**config.mk**
```make
export PLATFORM = sky130hd
export DESIGN_NAME = ram_cycle_arb
export DESIGN_NICKNAME = d
export VERILOG_FILES = /design/src/rtl/ram_cycle_arb.sv
export SDC_FILE = /design/constraint.sdc
export NUM_CORES = 1
export LEC_CHECK = 0
export BUFFER_PORTS_ARGS = -buffer_cell sky130_fd_sc_hd__clkbuf_2
export CORE_UTILIZATION = 45
export CTS_BUF_LIST = sky130_fd_sc_hd__clkbuf_2
export DETAILED_ROUTE_END_ITERATION = 10
export PLACE_DENSITY = 0.78
export SYNTH_ARGS = -nofsm -noshare
export SYNTH_HDL_FRONTEND = slang
export SYNTH_SLANG_ARGS = --single-unit
```
**constraint.sdc**
```tcl
create_clock -name xtal_in -period 1.8 [get_ports xtal_in]
set_clock_uncertainty 0.2 [all_clocks]
set_input_delay 0.45 -clock xtal_in [delete_from_list [all_inputs] [get_ports xtal_in]]
set_output_delay 0.45 -clock xtal_in [all_outputs]
set_load 0.02 [all_outputs]
```
**src/rtl/ram_cycle_arb.sv**
```systemverilog
// ram_cycle_arb: 10-phase RAM cycle scheduler.
// Grants each memory cycle to refresh, DMA or CPU.
module ram_cycle_arb #(
  parameter int ADDR_W       = 16,
  parameter int DATA_W       = 8,
  parameter int ROW_W        = 7,
  parameter int REF_INTERVAL = 16
) (
  input  logic              xtal_in,
  input  logic              initn,
  input  logic [10:1]       tn,
  input  logic              cpu_req,
  input  logic              cpu_we,
  input  logic [ADDR_W-1:0] cpu_addr,
  input  logic [DATA_W-1:0] cpu_wdata,
  input  logic              dma_req,
  input  logic              dma_we,
  input  logic [ADDR_W-1:0] dma_addr,
  input  logic [DATA_W-1:0] dma_wdata,
  input  logic [DATA_W-1:0] ram_rdata,
  output logic              cpu_ack,
  output logic              dma_ack,
  output logic [DATA_W-1:0] rdata,
  output logic [ADDR_W-1:0] ram_addr,
  output logic [DATA_W-1:0] ram_wdata,
  output logic              ram_rasn,
  output logic              ram_casn,
  output logic              ram_wrn,
  output logic [1:0]        gnt
);

  typedef enum logic [1:0] {
    IDLE = 2'b00,
    CPU  = 2'b01,
    DMA  = 2'b10,
    REF  = 2'b11
  } own_t;

  localparam logic [7:0] CNT_MAX =
    8'(REF_INTERVAL - 1);

  own_t             state;
  own_t             nxt;
  logic [10:1]      ph;
  logic             ref_pend;
  logic [7:0]       ref_cnt;
  logic [ROW_W-1:0] ref_row;
  logic             ptr;
  logic             we;
  logic             acked;
  logic             busy;
  logic             xfer;
  logic             cnt_wrap;

  assign ph       = ~tn;
  assign busy     = (state != IDLE);
  assign xfer     = (state == CPU) ||
                    (state == DMA);
  assign cnt_wrap = ph[10] &&
                    (ref_cnt == CNT_MAX);
  assign gnt      = state;

  // Owner selection at phase 1, release at phase 10.
  always_comb begin
    nxt = state;
    if (ph[1]) begin
      if (ref_pend)
        nxt = REF;
      else if (cpu_req && dma_req)
        nxt = ptr ? DMA : CPU;
      else if (dma_req)
        nxt = DMA;
      else if (cpu_req)
        nxt = CPU;
      else
        nxt = IDLE;
    end else if (ph[10]) begin
      nxt = IDLE;
    end
  end

  // Owner register.
  always_ff @(posedge xtal_in or negedge initn) begin
    if (!initn)
      state <= IDLE;
    else
      state <= nxt;
  end

  // Refresh interval counter, pending flag and row.
  always_ff @(posedge xtal_in or negedge initn) begin
    if (!initn) begin
      ref_cnt  <= '0;
      ref_pend <= 1'b0;
      ref_row  <= '0;
    end else begin
      if (ph[10])
        ref_cnt <= cnt_wrap ? 8'd0
                            : ref_cnt + 8'd1;
      if (cnt_wrap)
        ref_pend <= 1'b1;
      else if (ph[1] && ref_pend)
        ref_pend <= 1'b0;
      if (ph[10] && state == REF)
        ref_row <= ref_row + 1'b1;
    end
  end

  // Round-robin pointer: 1 means DMA wins a tie.
  always_ff @(posedge xtal_in or negedge initn) begin
    if (!initn)
      ptr <= 1'b0;
    else if (ph[1] && (nxt == CPU || nxt == DMA))
      ptr <= (nxt == CPU);
  end

  // Capture the owner's address, data and direction.
  always_ff @(posedge xtal_in or negedge initn) begin
    if (!initn) begin
      ram_addr  <= '0;
      ram_wdata <= '0;
      we        <= 1'b0;
    end else if (ph[1]) begin
      unique case (nxt)
        CPU: begin
          ram_addr  <= cpu_addr;
          ram_wdata <= cpu_wdata;
          we        <= cpu_we;
        end
        DMA: begin
          ram_addr  <= dma_addr;
          ram_wdata <= dma_wdata;
          we        <= dma_we;
        end
        REF: begin
          ram_addr  <= ADDR_W'(ref_row);
          we        <= 1'b0;
        end
        default: we <= 1'b0;
      endcase
    end
  end

  // RAS/CAS/WR strobe sequencing within the cycle.
  always_ff @(posedge xtal_in or negedge initn) begin
    if (!initn) begin
      ram_rasn <= 1'b1;
      ram_casn <= 1'b1;
      ram_wrn  <= 1'b1;
    end else begin
      if (busy && ph[2])
        ram_rasn <= 1'b0;
      else if (busy && ph[9])
        ram_rasn <= 1'b1;
      if (xfer && ph[4])
        ram_casn <= 1'b0;
      else if (busy && ph[9])
        ram_casn <= 1'b1;
      if (xfer && we && ph[5])
        ram_wrn <= 1'b0;
      else if (busy && ph[8])
        ram_wrn <= 1'b1;
    end
  end

  // Read data latch at phase 8.
  always_ff @(posedge xtal_in or negedge initn) begin
    if (!initn)
      rdata <= '0;
    else if (xfer && !we && ph[8])
      rdata <= ram_rdata;
  end

  // One-clock acknowledge at phase 9.
  always_ff @(posedge xtal_in or negedge initn) begin
    if (!initn) begin
      cpu_ack <= 1'b0;
      dma_ack <= 1'b0;
      acked   <= 1'b0;
    end else begin
      cpu_ack <= ph[9] && !acked &&
                 (state == CPU);
      dma_ack <= ph[9] && !acked &&
                 (state == DMA);
      if (ph[1])
        acked <= 1'b0;
      else if (ph[9])
        acked <= 1'b1;
    end
  end

endmodule

```
==> out/metrics.cfg, run 1 <==
[worst_setup_path]
rr_worst_depth=7
cp_common_cell=nand2_1
path_class=reg -> reg
cp-start-kind=flip-flop
crit_slowest_cell=dfrtp_1
slowest_delay_ns=0.43
crit_chain=nand2_1, nand2_1, a22o_1, buf_4, ha_4, or2_4, mux2_4
arrival_ns=2.14
cp-startpoint=ptr
crit_cells=7
crit_fanout=3
crit_family=flip-flops
crit_required_ns=1.93
path_buf_inv=1
regToRegStartpoint=ptr
reg2reg_to=ptr
crit_path_end_kind=flip-flop
cp-endpoint=ptr
rrSetupSlack_ns=-0.21

[layout]
areaGrowthSynthToFinish_pct=53.1
utilization=0.712
diodes=0
num-nets-final=476
drive_above_1_share=0.524

[cts]
cts_sinks=58
clk_pin_slew_ns=0.16
cts_tree=built
cts_buffer_depth=2
root_buffer=clkbuf_2
cts_made_buffers=9
h-tree-depth=3
worstSkewPairLatency_ns=0.45

[drt]
route.detailed.drc=0
wl_per_cell_um=15.5
num_vias=2475
vias_per_cell=5.24
route.final.wire_length_um=7300
firstDrtPassIters=4
drtIter0Drc=106
antenna_left=0

[logic_synthesis]
synth.distinct_cells=39
synth_xor_area_frac=0.0320
synth_fa_ha_area_frac=0.0457
synthMuxAreaShare=0.0759
yosys_warnings=0
synth-compound-area-share=0.144
syn-num-nets=326
synth-async-reset-ratio=1.00
syn_avg_cell_area_um2=11.2
ys_ff_latch=58
postSynthCellCount=244
ys_seq_area_frac=0.532
synth_edf_count=0
yosys.area_share.simple=0.128
syn-cell-area_um2=2740
synth_top_family_by_area=compound AO/OA/AOI/OAI gates
synth_flop_cell=dfrtp_1

[timing]
finalWorstSetupSlack_ns=-0.205
hold_viol_final=0
period_minus_slack_ns=2.01
fin_crit_sh=1.11
max_freq_ghz=0.499
slew_violations=0
rsz0062_at_grt=true
maxSlewHeadroom=0.794
tightest_slew_ns=0.309
finalSetupViolCount=34

[floorplan]
coreArea_um2=5890
die_h_um=80.0
die_area_um2=6400
initial_utilization=0.465
ios=111
rows=28
die_w_um=80.0

[grt]
track_usage=0.231
grt_pass1_vias=2392
grt_max_degree=59
grt_pass1_wl_um=11000
overflow=0
antenna_found_initial=0

[outcome]
violations=negative setup slack
status=complete, but fails checks

[job]
drv_cap=0

[power]
leakagePower_uw=0.00209
powerDensity_nw_per_um2=1160
ir_drop_uv=604
power_uw=4860

[placement]
io_buffers=107
finalWeightedCongestion=0.728
dp_hpwl_um=4430

[worst_hold_path]
hp-class=in -> reg

==> routing by layer <==
| metal | vias up | GRT usage | part of all wire | wire (um) |
|---|---|---|---|---|
| li1 | 1159 | - | - | - |
| met1 | 1238 | 0.279 | 0.42 | 3050 |
| met2 | 66 | 0.399 | 0.52 | 3830 |
| met3 | 12 | 0.0411 | 0.042 | 307 |
| met4 | 0 | 0.105 | 0.015 | 106 |
| met5 | - | 0 | 0 | 0 |
==> worst register-to-register path, stage by stage, from the launching register on <==
cell and delay (ns):
dfrtp_1 0.43, nand2_1 0.08, nand2_1 0.07, a22o_1 0.24
buf_4 0.15, ha_4 0.20, or2_4 0.25, mux2_4 0.30
==> layout by cell type (no fill, tap or decap), types with 3 or more instances in the layout <==
master and n:
dfrtp_1 53, buf_12 5, dfstp_2 3, nor3_1 3, clkinv_1 3, buf_6 6
o21ai_2 3, ha_1 6, mux2i_1 8, nand4_1 3, o21ai_0 3, a21oi_2 4
mux2_4 9, clkbuf_2 111, o21ai_1 22, xnor2_1 6, nand2_1 30, nor2_1 5
ha_4 3, inv_1 3, dlygate4sd3_1 13, buf_8 6, buf_16 3, xor2_1 4
nor3b_1 3, a21oi_1 6, a22oi_2 8, buf_4 16, a22o_1 8, nand2_2 6
==> worst min-delay path by stage <==
| stage | startpoint | end | slack, ns | cells past startpoint |
|---|---|---|---|---|
| after detailed placement | acked | cpu_ack | 0.25 | 1 |
| final | dma_addr[9] | ram_addr[9] | 0.05 | 3 |
| after floorplan | initn | acked | -0.05 | 0 |
| after global routing | dma_addr[9] | ram_addr[9] | 0.03 | 3 |
| after global placement | acked | dma_ack | 0.25 | 1 |
| after CTS | dma_addr[9] | ram_addr[9] | 0.02 | 3 |
==> report_power, final <==
part	switching (uW)	total [uW]	leakage [uW]	internal, uW
logic	1010	1990	0.00130	981
registers	313	1990	0.000722	1680
clock network	446	879	0.0000704	433
==> registers in the layout, indices dropped and copies added (netlist names) <==
register / count
ptr: 1
ram_addr: 16
gnt: 2
cpu_ack: 1
ram_wdata: 8
acked: 1
ram_wrn: 1
rdata: 8
ram_rasn: 1
ref_cnt: 8
we: 1
dma_ack: 1
ram_casn: 1
ref_pend: 1
ref_row: 7
==> cell usage after synthesis (2+ instances only) <==
library cell  count  share of area
or2_1             2         0.0046
o22a_1            2         0.0064
nor3_1            3         0.0055
o21ai_0          20          0.037
buf_2             6          0.011
nor3b_1           5          0.014
dfrtp_1          55           0.50
nand4_1           3         0.0069
inv_1             5         0.0069
xnor2_1           6          0.019
mux2i_1           8          0.029
a22oi_1           9          0.025
ha_1             10          0.046
nand2_1          36          0.049
a21oi_1          11          0.020
dfstp_2           3          0.029
a22o_1            9          0.029
mux2_2           10          0.041
o21ai_1           8          0.015
buf_6             5          0.021
xor2_1            4          0.013
nor2_1            7         0.0096
==> kinds of logic (layout without fill, tap and decap cells) <==
family	Yosys count	count (layout)
AO/OA/AOI/OAI	63	63
XOR/XNOR	10	10
adder cells (fa/ha/maj)	10	10
buffers and inverters	18	171
flip-flops	58	58
multiplexers	19	19
AND/OR/NAND/NOR	66	66
==> area by class of cell <==
class / instances / area, um^2
fillers: 431 / 1700
multi-input cells: 168 / 1370
inverters: 5 / 21.3
repair buffers: 152 / 1130
flip-flops and latches: 58 / 1460
well taps: 75 / 93.8
clock inverters: 5 / 71.3
clock buffers: 9 / 45.0
==> what timing repair did <==
action / CTS / global route
gates resized for setup: 54 / 21
setup endpoints to repair: 36 / 39
hold buffers: 13 / 0
hold endpoints to repair: 68 / 0
setup buffers: 8 / 4
gates cloned: 4 / 0
pin swaps: 8 / 10
==> per-stage QoR <==
step	hold WS (ns)	area, um^2	cells	setup slack [ns]	setup TNS (ns)
after global placement	0.248	3510	430	-0.577	-11.06
after floorplan	-0.0456	2860	244	-0.225	-3.56
after detailed placement	0.254	3510	430	-0.697	-12.55
final	0.0526	4190	472	-0.205	-4.37
after CTS	0.0168	4100	469	-0.185	-4.28
after global routing	0.0309	4190	472	-0.303	-7.04
Power figures use the tool's default switching activity.
==> run 2: changes to the inputs <==
- SKIP_CTS_REPAIR_TIMING: not set -> 1
==> out/metrics.cfg, run 2 (synthesis results as in run 1) <==
[layout]
final_common_cell=clkbuf_2
postLayoutCellArea_um2=4200
diodes=0
largest-register=ram_addr
final_cell_mix=111 x clkbuf_2, 53 x dfrtp_1, 18 x o21ai_1
largest_reg_flops=16
instances_no_fill=468
utilization=0.714
num-nets-final=472
areaGrowthSynthToFinish_pct=53.5
drive_above_1_share=0.573

[floorplan]
die_area_um2=6400
ios=111
die_w_um=80.0
coreArea_um2=5890
die_h_um=80.0
initial_utilization=0.465
rows=28

[timing]
finalSetupViolCount=31
slew_violations=0
fin_crit_sh=1.12
tightest_slew_ns=0.310
period_minus_slack_ns=2.01
hold_viol_final=0
finalSetupTns_ns=-3.88
rsz0062_at_grt=true
max_freq_ghz=0.497
finalWorstSetupSlack_ns=-0.213
maxSlewHeadroom=0.794

[grt]
grt_pass1_wl_um=9630
grt_max_degree=59
antenna_found_initial=0
overflow=0
track_usage=0.199
grt_pass1_vias=2152

[drt]
antenna_left=0
firstDrtPassIters=4
num_vias=2463
vias_per_cell=5.26
route.detailed.drc=0
route.final.wire_length_um=7240
drtIter0Drc=111
wl_per_cell_um=15.5

[placement]
io_buffers=107
placed_cells=430
dp_slack_ns=-0.697
placed_cell_area_um2=3510
dp_hpwl_um=4430
finalWeightedCongestion=0.728

[worst_setup_path]
rrSetupSlack_ns=-0.21
crit_path_end_kind=flip-flop
path_class=reg -> reg
cp-start-kind=flip-flop
cp-startpoint=ptr
regToRegStartpoint=ptr
crit_required_ns=1.97
arrival_ns=2.19
reg2reg_to=ram_addr[0]
crit_fanout=28
rr_worst_depth=8

[cts]
cts_tree=built
worstSkewPairLatency_ns=0.47
h-tree-depth=3
cts_buffer_depth=2
cts_made_buffers=9
cts_sinks=58
root_buffer=clkbuf_2
clk_pin_slew_ns=0.17

[job]
drv_cap=0

[worst_hold_path]
min_to=ram_addr[9]
holdPathStages=3
hp-start=dma_addr[9]
hp-class=in -> reg

[power]
powerDensity_nw_per_um2=1170
ir_drop_uv=668
leakagePower_uw=0.00210

[outcome]
violations=negative setup slack
status=complete, but fails checks

## run 2: final cells by class
cell class / instances / area (um^2)
fillers: 426 / 1680
flip-flops and latches: 58 / 1460
multi-input cells: 168 / 1450
repair buffers: 148 / 1060
well taps: 75 / 93.8
clock inverters: 5 / 71.3
clock buffers: 9 / 45.0
inverters: 5 / 21.3
## run 2: how the worst max path moves through the flow
| stage | to | slack, ns | cells past startpoint |
|---|---|---|---|
| final | ram_addr[0] | -0.21 | 8 |
| after global routing | ram_addr[10] | -0.30 | 10 |
| after CTS | ram_addr[2] | -0.60 | 7 |
| after detailed placement | ram_addr[2] | -0.70 | 8 |
| after global placement | ram_addr[14] | -0.58 | 8 |
| after floorplan | ptr | -0.23 | 7 |
## run 2: through the flow
stage	hold slack (ns)	total power, uW
final	0.0341	4900
after global routing	0.0225	5180
after CTS	-0.255	4490
after detailed placement	0.254	3600
after global placement	0.248	3530
after floorplan	-0.0456	3020
## run 2: worst max-delay path: stages, from the launching register on
cell and delay, ns:
dfrtp_1 0.45, nand2_1 0.10, nand2_2 0.06, a22o_1 0.24
ha_2 0.22, buf_12 0.18, a22o_1 0.29, a21oi_4 0.13
o21ai_2 0.07
## run 2: where the power goes
group          switching [uW]  internal (uW)  total (uW)  leakage [uW]
Sequential                338           1680        2020      0.000722
Clock                     451            433         884     0.0000704
Combinational            1030            969        2000       0.00130
## run 2: per-layer routing
| metal | track usage | vias up | part of all wire |
|---|---|---|---|
| li1 | - | 1156 | - |
| met1 | 0.248 | 1211 | 0.40 |
| met2 | 0.330 | 80 | 0.53 |
| met3 | 0.0377 | 16 | 0.047 |
| met4 | 0.0982 | 0 | 0.025 |
| met5 | 0 | - | 0 |
